==> config.mk <==
export PLATFORM = sky130hd
export DESIGN_NAME = led_matrix_scanner
export DESIGN_NICKNAME = d
export VERILOG_FILES = /design/src/rtl/scan_pkg.sv /design/src/rtl/scan_tick.sv /design/src/rtl/led_matrix_scanner.sv
export SDC_FILE = /design/constraint.sdc
export NUM_CORES = 1
export LEC_CHECK = 0
export BUFFER_PORTS_ARGS = -buffer_cell sky130_fd_sc_hd__buf_2
export CAP_MARGIN = 20
export CORE_UTILIZATION = 50
export CTS_CLUSTER_SIZE = 12
export DETAILED_ROUTE_END_ITERATION = 10
export PLACE_DENSITY = 0.77
export RECOVER_POWER = 100
export SLEW_MARGIN = 20
export SYNTH_ARGS = -nofsm -noshare
export SYNTH_HDL_FRONTEND = slang
export SYNTH_SLANG_ARGS = --single-unit
==> constraint.sdc <==
create_clock -name CLK -period 4.3 [get_ports CLK]
set_clock_uncertainty 0.15 [all_clocks]
set_input_delay 0.43 -clock CLK [delete_from_list [all_inputs] [get_ports CLK]]
set_output_delay 0.43 -clock CLK [all_outputs]
set_load 0.02 [all_outputs]
==> src/rtl/scan_pkg.sv <==
// Shared types and constants for the 16x16 red/green LED matrix scan driver.
package scan_pkg;

  localparam int NUM_ROWS = 16;
  localparam int NUM_COLS = 16;

  typedef logic [NUM_ROWS-1:0][NUM_COLS-1:0] pixel_frame_t;

  typedef enum logic [2:0] {
    S_START    = 3'd0,
    S_LOAD     = 3'd1,
    S_SHIFT_LO = 3'd2,
    S_SHIFT_HI = 3'd3,
    S_LATCH    = 3'd4,
    S_DWELL    = 3'd5
  } scan_state_t;

endpackage : scan_pkg

==> src/rtl/scan_tick.sv <==
// DIV-cycle divider: tick is high in the last cycle of every DIV-cycle window,
// and the window restarts whenever reload is asserted (FSM state change).
module scan_tick #(
  parameter int DIV = 4
) (
  input  logic clk,
  input  logic rst_n,
  input  logic reload,
  output logic tick
);

  localparam int CW = $clog2(DIV + 1);
  localparam logic [CW-1:0] LAST = CW'(DIV - 1);

  logic [CW-1:0] cnt_q, cnt_d;

  assign tick = (cnt_q == LAST);

  always_comb begin
    cnt_d = cnt_q + CW'(1);
    if (reload || tick) cnt_d = '0;
  end

  // NOTE: sequential state uses non-blocking assignments only, so every flop
  // samples the values computed before the edge.
  always_ff @(posedge clk or negedge rst_n) begin
    if (!rst_n) cnt_q <= '0;
    else        cnt_q <= cnt_d;
  end

endmodule : scan_tick

==> src/rtl/led_matrix_scanner.sv <==
// Row-at-a-time scan driver for the 16x16 red/green LED panel.
// Define SCAN_BLANK_EN to blank the panel (OE_N high) except during row dwell.
module led_matrix_scanner
  import scan_pkg::*;
#(
  parameter int DIV   = 4,
  parameter int DWELL = 1000
) (
  input  logic         CLK,
  input  logic         RST_N,
  input  pixel_frame_t RedPixels,
  input  pixel_frame_t GrnPixels,
  output logic [3:0]   ROW_SEL,
  output logic         SER_RED,
  output logic         SER_GRN,
  output logic         SCLK,
  output logic         LATCH,
  output logic         OE_N,
  output logic         FRAME_START
);

  localparam int DW = $clog2(DWELL + 1);
  localparam logic [DW-1:0] DWELL_LAST = DW'(DWELL);

  scan_state_t  state_q, state_d;
  logic [3:0]   row_q, row_d;
  logic [3:0]   col_q, col_d;
  logic [DW-1:0] dwell_q, dwell_d;
  pixel_frame_t buf_red_q, buf_red_d;
  pixel_frame_t buf_grn_q, buf_grn_d;

  logic [3:0] row_sel_q, row_sel_d;
  logic       ser_red_q, ser_red_d;
  logic       ser_grn_q, ser_grn_d;
  logic       sclk_q, sclk_d;
  logic       latch_q, latch_d;
  logic       oe_n_q, oe_n_d;
  logic       frame_start_q, frame_start_d;

  logic tick;
  logic state_change;
  logic snap;

  assign state_change = (state_d != state_q);

  scan_tick #(.DIV(DIV)) u_tick (
    .clk    (CLK),
    .rst_n  (RST_N),
    .reload (state_change),
    .tick   (tick)
  );

  // Next-state logic.
  // NOTE: every signal written here gets a default first, so no path can
  // leave it unassigned and infer a latch.
  always_comb begin
    state_d = state_q;
    row_d   = row_q;
    col_d   = col_q;
    dwell_d = dwell_q;
    unique case (state_q)
      S_START: begin
        state_d = S_LOAD;
        row_d   = '0;
      end
      S_LOAD: begin
        state_d = S_SHIFT_LO;
        col_d   = 4'hF;
      end
      S_SHIFT_LO: if (tick) state_d = S_SHIFT_HI;
      S_SHIFT_HI: begin
        if (tick) begin
          if (col_q == 4'd0) begin
            state_d = S_LATCH;
          end else begin
            col_d   = col_q - 4'd1;
            state_d = S_SHIFT_LO;
          end
        end
      end
      S_LATCH: begin
        if (tick) begin
          state_d = S_DWELL;
          dwell_d = DW'(1);
        end
      end
      S_DWELL: begin
        if (dwell_q == DWELL_LAST) begin
          state_d = S_LOAD;
          row_d   = row_q + 4'd1;
        end else begin
          dwell_d = dwell_q + DW'(1);
        end
      end
      default: state_d = S_START;
    endcase
  end

  // Outputs are computed from the state being entered so the registered
  // values line up with the state occupied in the same cycle.
  always_comb begin
    snap          = (state_d == S_LOAD) && (row_d == 4'd0);
    buf_red_d     = snap ? RedPixels : buf_red_q;
    buf_grn_d     = snap ? GrnPixels : buf_grn_q;
    frame_start_d = snap;
    sclk_d        = (state_d == S_SHIFT_HI);
    latch_d       = (state_d == S_LATCH);
    row_sel_d     = row_sel_q;
    ser_red_d     = ser_red_q;
    ser_grn_d     = ser_grn_q;
    if (state_change && state_d == S_LATCH) row_sel_d = row_q;
    // Data only moves on SHIFT_LO entry, giving DIV cycles of setup to SCLK.
    if (state_change && state_d == S_SHIFT_LO) begin
      ser_red_d = buf_red_q[row_d][col_d];
      ser_grn_d = buf_grn_q[row_d][col_d];
    end
`ifdef SCAN_BLANK_EN
    oe_n_d = (state_d != S_DWELL);
`else
    oe_n_d = 1'b0;
`endif
  end

  // NOTE: the frame buffer is reset along with control state so a restart
  // never displays stale pixels before the first snapshot.
  always_ff @(posedge CLK or negedge RST_N) begin
    if (!RST_N) begin
      state_q       <= S_START;
      row_q         <= '0;
      col_q         <= 4'hF;
      dwell_q       <= '0;
      buf_red_q     <= '0;
      buf_grn_q     <= '0;
      row_sel_q     <= '0;
      ser_red_q     <= 1'b0;
      ser_grn_q     <= 1'b0;
      sclk_q        <= 1'b0;
      latch_q       <= 1'b0;
      oe_n_q        <= 1'b1;
      frame_start_q <= 1'b0;
    end else begin
      state_q       <= state_d;
      row_q         <= row_d;
      col_q         <= col_d;
      dwell_q       <= dwell_d;
      buf_red_q     <= buf_red_d;
      buf_grn_q     <= buf_grn_d;
      row_sel_q     <= row_sel_d;
      ser_red_q     <= ser_red_d;
      ser_grn_q     <= ser_grn_d;
      sclk_q        <= sclk_d;
      latch_q       <= latch_d;
      oe_n_q        <= oe_n_d;
      frame_start_q <= frame_start_d;
    end
  end

  assign ROW_SEL     = row_sel_q;
  assign SER_RED     = ser_red_q;
  assign SER_GRN     = ser_grn_q;
  assign SCLK        = sclk_q;
  assign LATCH       = latch_q;
  assign OE_N        = oe_n_q;
  assign FRAME_START = frame_start_q;

endmodule : led_matrix_scanner
==> impl_metrics.toml <==
[timing]
timing.slew.headroom_pct = -106.3
slew_viol_final = 109
finalWorstPathRequiredPeriod_ns = 4.170
finalSetupViolations = 0
hold_ws_ns = 0.3113
fin_crit_sh_pct = 96.98
fmax_mhz = 239.8
finalHoldViolCount = 0
worstMarginPinSlew_ns = 3.095

[clock_network]
cts_made_buffers = 58
cts_root_buf = "clkbuf_16"
clk_pin_slew_ns = 0.06
clk_latency_ns = 0.62
cts-htree-levels = 2
cts_max_path_buffers = 3
cts.sinks = 546
cts_tree = "done"

[min_path]
hp-class = "register to register"
worstHoldPathCells = 1

[logic_synthesis]
synth_area_leaders = "dfrtp_1 (54%), mux2_2 (23%), nand2_1 (4.6%)"
syn_area_per_cell_sq_um = 12.32
yosysSeqAreaShare_pct = 54.08
yosys.area.top_type = "dfrtp_1"
async_reset_ff_share_pct = 100.0
synth.ff_latch_count = 546
ys_warn_count = 0
synth_nets = 2572
syn_inst = 2052
synth-main-ff-cell = "dfrtp_1"
synth_top_area_share_pct = 53.56
ys_types = 68
synth_edf_count = 0
netlist_area_sq_mm = 0.02527

[pwr]
power_uw = 12180
irDropWorstVdd_v = 0.0003502
p_leak_uw = 0.01585
p_per_area_mw_per_mm2 = 338.9

[detailed_routing]
drc = 0
finalWirelength_um = 101800
ant_nets = 0
vias = 22594
wl_per_cell_um = 26.77
first_iter_violations = 2547
firstDrtPassIters = 6
via_per_inst = 5.941

[global_routing]
antenna_found_initial = 22
first_global_vias = 24331
grt_max_degree = 111
overflow = 0
grt_usage_pct = 39.60
grt_first_pass_wirelength_um = 149400

[placed_design]
hpwl_um = 59940
dp_cells = 3172
globalplace.congestion = 0.9348
io_buffers = 523

[finish]
drive_above_1_share_pct = 38.10
area_delta_synth_final_pct = 42.17
fin_nets = 3596
final_cells = 3803
final_core_util_pct = 71.91
layout_common_cells = "dfrtp_1 (540), dlygate4sd3_1 (513), buf_2 (513), mux2_2 (487), nand2_1 (312)"
layout_commonest_cell = "dfrtp_1"

[run_status]
violations = "capacitance limit, slew limit"
status = "finished, violations left"

[floorplan]
start_util_pct = 50.58
io_pins = 524
die_width_um = 226.8
core-area_sq_mm = 0.04997
rows = 82
die_y_um = 226.8
die-area_sq_mm = 0.05145

[worst_setup_path]
worst_setup_path_start_kind = "register"
critical_path_class = "register to register"
critical_path.max_fanout = 69
rr_worst_depth = 14
cp.arrival_ns = 4.56
critPathCaptureType = "register"
worstPathRequired_ns = 4.69

[flow_run]
maxCapViolCount = 1
## synthesized netlist by cell type, drive strengths merged, types with 19 or more instances
library cell	number
buf	109
a21oi	53
nor2	40
a32oi	23
o22ai	19
and3	19
mux2	516
dfrtp	541
a31oi	19
clkbuf	29
nand2	312
nand3	81
mux2i	95
## worst max-delay path, cell delays in order, from the launching register on
cell	delay (ns)
dfrtp_1	0.42
inv_1	0.08
ha_1	0.19
nand2_1	0.10
or4_4	0.57
mux2i_4	0.24
inv_8	0.23
buf_16	0.33
nand2_1	0.14
and3_1	0.22
a311oi_1	0.70
a311oi_1	0.19
o21bai_1	0.18
nand4bb_1	0.13
o211ai_2	0.09
## final cells by class
class                   instances  area [sq um]
fillers                      3147         14030
flip-flops and latches        546         13670
multi-input cells            1355         10930
repair buffers               1102          8381
clock buffers                  91          1779
well taps                     672         840.8
clock inverters                11         236.5
inverters                      13         57.56
diodes                         13         32.53
## power by group
part / switching, uW / total, uW / leakage, uW / internal (uW)
Combinational: 500 / 1210 / 0.00848 / 707
Sequential: 161 / 5550 / 0.00639 / 5390
Clock: 2190 / 5420 / 0.000983 / 3240
## layer usage
layer | GRT usage (%) | vias up | wire, um | part of all wire (%)
met1 | 49.77 | 11126 | 38110 | 37
met5 | 0.09775 | - | 72 | 0.071
li1 | - | 9445 | - | -
met3 | 10.24 | 455 | 9939 | 9.8
met4 | 21.93 | 12 | 5897 | 5.8
met2 | 62.34 | 1556 | 47810 | 47
## sequential cells by signal (all words and copies together) (netlist names)
name	flops
SER_GRN	1
OE_N	1
FRAME_START	1
buf_red_q	256
buf_grn_q	256
row_q	4
ROW_SEL	4
col_q	4
SER_RED	1
SCLK	1
LATCH	1
dwell_q	10
u_tick.cnt_q	3
state_q	3
## worst paths after layout
check                           slack [ns]              end       startpoint
worst min register to register        0.31  u_tick.cnt_q[0]  u_tick.cnt_q[0]
worst min-delay path                  0.31  u_tick.cnt_q[0]  u_tick.cnt_q[0]
min in group asynchronous             1.18   buf_grn_q[148]            RST_N
max in group asynchronous             0.54   buf_red_q[100]            RST_N
worst max register to register        0.13          SER_GRN       dwell_q[0]
worst max-delay path                  0.13          SER_GRN       dwell_q[0]
## through the flow
step | setup WS, ns | TNS, ns | instance area [sq um]
after floorplan | 0.8265 | 0 | 25270
after global placement | 0.2825 | 0 | 28840
after detailed placement | 0.2329 | 0 | 28850
after CTS | 0.2071 | 0 | 36000
after global routing | -0.0009894 | -0.0009894 | 35920
final | 0.1298 | 0 | 35930
## timing repair
action                                 4_1_cts  5_1_grt
endpoints found under the hold margin      612        0
gates resized for setup                      0        5
buffers inserted                             0        3
setup endpoints to repair                    0        1
hold buffers                               513        0
## cell families (layout without fill, tap and decap cells)
logic type / after synthesis / count (layout) / synth area share, %
xor gates and xnor gates: 11 / 11 / 0.3812
muxes: 621 / 621 / 27.67
and+or+nand+nor: 515 / 515 / 9.025
buffers and inverters: 151 / 1217 / 2.985
DFF: 546 / 546 / 54.08
AOI/OAI and AO/OA: 201 / 201 / 5.540
adders and majority gates: 6 / 6 / 0.2970
other: 1 / 14 / 0.01484
Note: power is estimated with default switching activity, not from simulation.
